[src/rtl/data_mem_arbiter.sv]
// Two-requester arbiter sharing one data_memory port; one transaction in flight at a time.
// Define ARB_FIXED_PRIORITY_EN for fixed req0-first priority (default: round-robin).
module data_mem_arbiter #(
    parameter int unsigned ADDR_W = 32,
    parameter int unsigned DATA_W = 32
) (
    input  logic              clk_i,
    input  logic              rst_ni,
    input  logic              clk_enable_i,
    input  logic              rd0_i,
    input  logic              wr0_i,
    input  logic [ADDR_W-1:0] addr0_i,
    input  logic [DATA_W-1:0] wdata0_i,
    output logic              ack0_o,
    output logic [DATA_W-1:0] rdata0_o,
    input  logic              rd1_i,
    input  logic              wr1_i,
    input  logic [ADDR_W-1:0] addr1_i,
    input  logic [DATA_W-1:0] wdata1_i,
    output logic              ack1_o,
    output logic [DATA_W-1:0] rdata1_o,
    output logic [ADDR_W-1:0] mem_address_o,
    output logic              mem_read_o,
    output logic              mem_write_o,
    output logic [DATA_W-1:0] mem_writedata_o,
    input  logic [DATA_W-1:0] mem_readdata_i,
    output logic              busy_o
);

    typedef enum logic [1:0] {StIdle, StIssue, StWait, StDone} state_e;

    state_e            state_q, state_d;
    logic              grant_q, grant_d;
    logic              write_q, write_d;
    logic [ADDR_W-1:0] addr_q, addr_d;
    logic [DATA_W-1:0] wdata_q, wdata_d;
    logic [DATA_W-1:0] rdata0_q, rdata0_d;
    logic [DATA_W-1:0] rdata1_q, rdata1_d;

    logic act0, act1, pick1;

    assign act0 = rd0_i | wr0_i;
    assign act1 = rd1_i | wr1_i;

`ifdef ARB_FIXED_PRIORITY_EN
    assign pick1 = act1 & ~act0;
`else
    logic last_grant_q;

    // Reset to 1 so req0 wins the first contended grant.
    always_ff @(posedge clk_i or negedge rst_ni) begin
        if (!rst_ni) begin
            last_grant_q <= 1'b1;
        end else if (clk_enable_i && (state_q == StDone)) begin
            last_grant_q <= grant_q;
        end
    end

    assign pick1 = act1 & (~act0 | ~last_grant_q);
`endif

    always_comb begin
        state_d  = state_q;
        grant_d  = grant_q;
        write_d  = write_q;
        addr_d   = addr_q;
        wdata_d  = wdata_q;
        rdata0_d = rdata0_q;
        rdata1_d = rdata1_q;
        case (state_q)
            StIdle: begin
                if (act0 || act1) begin
                    state_d = StIssue;
                    grant_d = pick1;
                    // rd&wr together is treated as a write
                    write_d = pick1 ? wr1_i : wr0_i;
                    addr_d  = pick1 ? addr1_i : addr0_i;
                    wdata_d = pick1 ? wdata1_i : wdata0_i;
                end
            end
            StIssue: state_d = write_q ? StDone : StWait;
            StWait: begin
                state_d = StDone;
                if (grant_q) rdata1_d = mem_readdata_i;
                else         rdata0_d = mem_readdata_i;
            end
            StDone:  state_d = StIdle;
            default: state_d = StIdle;
        endcase
    end

    always_ff @(posedge clk_i or negedge rst_ni) begin
        if (!rst_ni) begin
            state_q  <= StIdle;
            grant_q  <= 1'b0;
            write_q  <= 1'b0;
            addr_q   <= '0;
            wdata_q  <= '0;
            rdata0_q <= '0;
            rdata1_q <= '0;
        end else if (clk_enable_i) begin
            state_q  <= state_d;
            grant_q  <= grant_d;
            write_q  <= write_d;
            addr_q   <= addr_d;
            wdata_q  <= wdata_d;
            rdata0_q <= rdata0_d;
            rdata1_q <= rdata1_d;
        end
    end

    // Latched address/data only change on grant, so they hold outside ISSUE.
    assign mem_address_o   = addr_q;
    assign mem_writedata_o = wdata_q;
    assign mem_read_o      = (state_q == StIssue) & ~write_q;
    assign mem_write_o     = (state_q == StIssue) & write_q;
    assign ack0_o          = (state_q == StDone) & ~grant_q;
    assign ack1_o          = (state_q == StDone) & grant_q;
    assign rdata0_o        = rdata0_q;
    assign rdata1_o        = rdata1_q;
    assign busy_o          = (state_q != StIdle);

endmodule

[config.mk]
export PLATFORM = sky130hd
export DESIGN_NAME = data_mem_arbiter
export DESIGN_NICKNAME = d
export VERILOG_FILES = /design/src/rtl/data_mem_arbiter.sv
export SDC_FILE = /design/constraint.sdc
export NUM_CORES = 1
export LEC_CHECK = 0
export ABC_CLOCK_PERIOD_IN_PS = 1600
export CAP_MARGIN = 25
export CORE_ASPECT_RATIO = 1.2
export CORE_MARGIN = 4
export CORE_UTILIZATION = 37
export DETAILED_ROUTE_END_ITERATION = 6
export PLACE_DENSITY = 0.83
export SYNTH_ARGS = -nofsm -noshare
export SYNTH_HDL_FRONTEND = slang
export SYNTH_SLANG_ARGS = --single-unit
[constraint.sdc]
create_clock -name clk_i -period 1.6 [get_ports clk_i]
set_input_delay 0.32 -clock clk_i [delete_from_list [all_inputs] [get_ports clk_i]]
set_output_delay 0.32 -clock clk_i [all_outputs]
set_load 0.05 [all_outputs]
==> impl_metrics.ini, run 1 <==
[critical_path]
crit_buf_inv = 2
crit_type = flip-flop to primary output
required_ps = 1280
slowest_stage = dfrtp_2
crit_arrival_ps = 1430
path_max_fanout = 4
cp-end-kind = primary output
crit_path_max_incr_delay_ps = 430
path_cells = buf_6, ha_4, and2_4, buf_12
cp-start-kind = flip-flop
crit_family = flip-flops

[cts]
clock_latency_ps = 410
cts_num_sinks = 133
clk_pin_slew_worst_paths_ps = 60
h-tree-depth = 4
cts_buffers = 17
cts_tree = built
cts_buffer_depth = 2
cts_root_buf = clkbuf_16

[global_route]
antenna_found_initial = 1
grt_pass1_vias = 6160
grtUsageTotal_pct = 23.5
gr-usage-met1_pct = 26.0
gr-total-overflow = 0
grt_pass1_wl_um = 33400
use_met2_pct = 40.7
grt_max_degree = 51
grt-busiest-layer = met2
grt_use_met3_pct = 7.46

[floorplan]
rows = 50
die_height_um = 147
die_width_um = 124
start_util_pct = 38.0
core_mm2 = 0.0158
ios = 300
dieArea_mm2 = 0.0183

[sta]
period_needed_ps = 1750
hold_viol = 0
drv_slew = 0
max_slew_margin_pct = 72.0
finClkSkew_ps = 4.45
tightest_slew_ps = 420
finalSetupViolations = 74
rsz0062_at_grt = true
finalCritPeriodShare_pct = 110
worst_slack_ps = -153
fin_setup_tns_ps = -4930
timing.fmax_mhz = 571

[final_layout]
final_cells = 1027
area_delta_synth_final_pct = 79.8
drive_gt1_share_pct = 42.2
layout.nets = 977

[synth]
synth-edff-count = 0
yosysTopAreaCell = dfrtp_1
async_flop_share_pct = 100
synth-seq-cells = 133
synth.cell_area_mm2 = 0.00599
netlist_instances = 478
syn-num-nets = 650
ys_warn_count = 0
yosysUniqueCellTypes = 29
ys_seq_area_share_pct = 55.6
yosys.area.top_type_share_pct = 55.1
ys_top_cells_by_count = 132 x dfrtp_1, 67 x o21ai_0, 66 x mux2_2
synth_ff_type = dfrtp_1
synth_most_common_cell = dfrtp_1
syn_avg_cell_area_um2 = 12.5
synthTopCellsByArea = dfrtp_1 55%, mux2_2 12%, a2bb2oi_1 9.5%

[routing]
wirelength_um = 23900
ant_nets = 0
first_pass_iters = 5
via_count = 5844
viasPerCell = 5.69
drc_errors = 0
wl_per_cell_um = 23.3
first_iter_violations = 297

[worst_hold_path]
min-delay-path-class = primary input to asynchronous set/reset pin

[power_and_ir_drop]
p_per_area_mw_per_mm2 = 2380
p_leak_nw = 4.73
peakVddDrop_uv = 1900

[placed_design]
io_buffers = 299
dp_slack_ps = -545
gp_congestion = 0.851
placed_cells = 968
dpl.hpwl_um = 15700

[run_status]
violations = negative setup slack
outcome = finished with violations

[job]
maxCapViolations = 0
-- registers in the layout, indices dropped and copies added (netlist names) --
name,count
write_q,1
state_q,2
last_grant_q,1
rdata1_o,32
mem_address_o,32
rdata0_o,32
mem_writedata_o,32
grant_q,1
-- worst reg2reg max path: stages, from the launching register on --
cell and delay, ps:
dfrtp_2 430, buf_4 140, buf_6 110, ha_4 160, nand3b_1 130, buf_6 170
clkbuf_16 160, mux2_4 300
-- report_power, final --
part | internal, W | leakage [nW] | switching (W)
Sequential | 0.00509 | 1.54 | 0.00123
Combinational | 0.00616 | 2.91 | 0.00931
Clock | 0.00230 | 0.280 | 0.00154
-- layout make-up --
| class | instances | area (µm²) |
|---|---|---|
| fill | 1131 | 4990 |
| timing repair buffer | 361 | 3640 |
| sequential | 133 | 3330 |
| multi-input combinational | 289 | 2940 |
| clock buffer | 17 | 425 |
| tap | 208 | 260 |
| clock inverter | 15 | 155 |
| inverter | 3 | 13.8 |
| antenna | 1 | 2.50 |
-- repair_timing --
| action | 4_1_cts | 5_1_grt |
|---|---|---|
| pin swaps | 3 | 2 |
| gates cloned | 2 | 9 |
| endpoints found under the hold margin | 21 | 0 |
| endpoints found under the setup margin | 64 | 134 |
| resized for setup | 40 | 103 |
| hold buffers | 1 | 0 |
| buffers inserted | 10 | 8 |
-- through the flow --
stage	hold slack, ps	cell area (µm²)	power [W]	utilization (%)
global route	414	10800	0.0266	68.3
finish	414	10800	0.0256	68.3
CTS	401	10200	0.0245	64.5
detailed placement	284	9330	0.0201	59.2
floorplan	24.4	6000	0.0149	-
global placement	270	9330	0.0198	59.2
-- cell usage in the layout (no fill, tap or decap), types with 2 or more instances in the layout --
master	instances
buf_4	144
inv_2	2
clkinv_4	3
clkbuf_16	22
nor2b_4	2
o21ai_0	66
inv_6	3
buf_6	13
buf_8	5
clkinv_2	4
a311oi_1	52
clkinvlp_4	3
a2bb2oi_2	18
a21oi_1	2
clkdlybuf4s50_1	161
mux2_2	10
a2bb2oi_1	47
buf_12	28
mux2_4	56
dfrtp_1	131
a311oi_2	12
bufinv_16	2
dlygate4sd2_1	4
and2_4	2
nor2_4	2
ha_4	4
-- path summary, 6_finish.rpt --
path / startpoint / endpoint / slack [ps] / cells past startpoint
worst min register to register: rdata1_o[14]$_DFFE_PN0P_ / rdata1_o[14]$_DFFE_PN0P_ / 510 / 1
worst max-delay path: state_q[1]$_DFFE_PN0P_ / ack1_o / -150 / 4
max in group asynchronous: rst_ni / mem_writedata_o[10]$_DFFE_PN0P_ / 600 / 3
min in group clk_i: addr0_i[9] / mem_address_o[9]$_DFFE_PN0P_ / 480 / 3
worst min-delay path: rst_ni / mem_writedata_o[24]$_DFFE_PN0P_ / 410 / 2
worst max register to register: state_q[1]$_DFFE_PN0P_ / rdata0_o[12]$_DFFE_PN0P_ / -120 / 7
-- cell families after synthesis --
family          count (synthesis)  share of synthesized area, %
compound gates                203                          25.3
simple gates                   15                          1.71
fa+ha+maj                       5                          1.04
buf+inv                        56                          3.99
flops                         133                          55.6
mux                            66                          12.4
-- per-layer routing --
metal | wire length, µm | vias to the layer above
li1 | - | 2548
met4 | 979 | 0
met1 | 8600 | 2876
met2 | 12300 | 350
met3 | 2030 | 70
met5 | 0 | -
(Power assumes the default switching activity.)
==> run 2, diff against run 1 <==
- CORE_MARGIN: 4 -> 5
==> impl_metrics.ini, run 2 (synthesized netlist as in run 1, its figures left out) <==
[routing]
via_count = 5867
wl_per_cell_um = 22.7
drc_errors = 0
viasPerCell = 5.67
first_pass_iters = 5
wirelength_um = 23400
ant_nets = 0
first_iter_violations = 257

[global_route]
grtUsageTotal_pct = 21.5
grt_use_met3_pct = 8.13
antenna_found_initial = 0
grt_max_degree = 52
grt-busiest-layer = met2
gr-usage-met1_pct = 25.8
gr-total-overflow = 0
grt_pass1_vias = 5999
grt_pass1_wl_um = 32300
use_met2_pct = 35.0

[sta]
drv_slew = 0
finalCritPeriodShare_pct = 108
max_slew_margin_pct = 73.3
worst_slack_ps = -133
period_needed_ps = 1730
hold_viol = 0
finalSetupViolations = 59
timing.fmax_mhz = 577
rsz0062_at_grt = true
finClkSkew_ps = 5.74
tightest_slew_ps = 396
hold_slack_ps = 424

[floorplan]
start_util_pct = 37.3
rows = 51
die_height_um = 149
dieArea_mm2 = 0.0189
die_width_um = 126
core_mm2 = 0.0161
ios = 300

[final_layout]
drive_gt1_share_pct = 48.4
fillers = 1149
area_delta_synth_final_pct = 84.4
final_area_mm2 = 0.0111
final_cells = 1035
final_util_pct = 68.7
layout_commonest_cell = clkdlybuf4s50_1
layout.nets = 982
n_antenna_cell = 0
layout_common_cells = 163 x clkdlybuf4s50_1, 149 x buf_4, 132 x dfrtp_1, 67 x o21ai_0, 61 x mux2_2

[cts]
cts_tree = built
cts_num_sinks = 133
h-tree-depth = 4
clk_pin_slew_worst_paths_ps = 60
cts_buffer_depth = 2
cts_buffers = 17
clock_latency_ps = 410
cts_root_buf = clkbuf_16

[placed_design]
gp_congestion = 0.858
dp_slack_ps = -391
placed_cells = 979
io_buffers = 299
place_area_mm2 = 0.00939
dpl.hpwl_um = 14700

[job]
maxCapViolations = 0

[critical_path]
crit_path_max_incr_delay_ps = 390
required_ps = 1280
cp-end-kind = primary output
crit_arrival_ps = 1410
cp_num_cells = 5
reg2reg_slack_ps = -100
crit_family = flip-flops
cp-start-kind = flip-flop
crit_type = flip-flop to primary output
slowest_stage = dfrtp_1
path_max_fanout = 3
reg2regPathDepth = 8
path_cells = inv_2, buf_6, ha_4, and2_4, buf_12
crit_buf_inv = 3

[power_and_ir_drop]
p_per_area_mw_per_mm2 = 2360
p_leak_nw = 4.59
peakVddDrop_uv = 1560

[worst_hold_path]
min-delay-path-class = primary input to asynchronous set/reset pin

[run_status]
violations = negative setup slack
outcome = finished with violations
==> run 2: worst paths after layout <==
check / start / to
setup / recovery: state_q[1]$_DFFE_PN0P_ / mem_write_o
hold / removal: rst_ni / mem_writedata_o[20]$_DFFE_PN0P_
setup reg to reg: state_q[1]$_DFFE_PN0P_ / mem_address_o[8]$_DFFE_PN0P_
hold reg to reg: rdata1_o[7]$_DFFE_PN0P_ / rdata1_o[7]$_DFFE_PN0P_
max in group asynchronous: rst_ni / mem_address_o[29]$_DFFE_PN0P_
min in group clk_i: wdata0_i[31] / mem_writedata_o[31]$_DFFE_PN0P_
==> run 2: final cells by class <==
cell class	count	area (µm²)	area share, %
clock buffers	19	453	4.10
clock inverters	13	171	1.55
inverters	3	13.8	0.125
multi-input cells	289	3080	27.9
flip-flops and latches	133	3330	30.1
well taps	212	265	2.40
repair buffers	366	3740	33.8
==> run 2: per-stage QoR <==
step	power (W)	setup TNS, ps
floorplan	0.0149	-860
global placement	0.0198	-32670
detailed placement	0.0200	-35690
CTS	0.0246	-994
global route	0.0270	-6910
finish	0.0260	-3990
==> run 2: metal layers <==
| layer | wire length [µm] | share of wire (%) |
|---|---|---|
| met3 | 2130 | 9.1 |
| met1 | 8600 | 37 |
| met5 | 0 | 0 |
| met4 | 714 | 3.0 |
| met2 | 12000 | 51 |
==> run 2: worst register-to-register path, delay by kind of cell (launching register included) <==
kind	cells	cell delay (ps)
buf+inv	4	540
flops	1	410
simple gates	2	350
fa+ha+maj	1	190
compound gates	1	140
==> run 2: report_power, final <==
group / total [W] / internal [W] / switching, W
sequential: 0.00636 / 0.00509 / 0.00128
combinational: 0.0155 / 0.00619 / 0.00934
clock: 0.00414 / 0.00256 / 0.00158
==> run 2: what timing repair did <==
action                                 CTS  global route
endpoints found under the hold margin   32             0
cloned                                   0            10
setup endpoints to repair               12           133
hold buffers                             1             0
pin swaps                                1             7
setup buffers                            6            10
resized for setup                       22           106
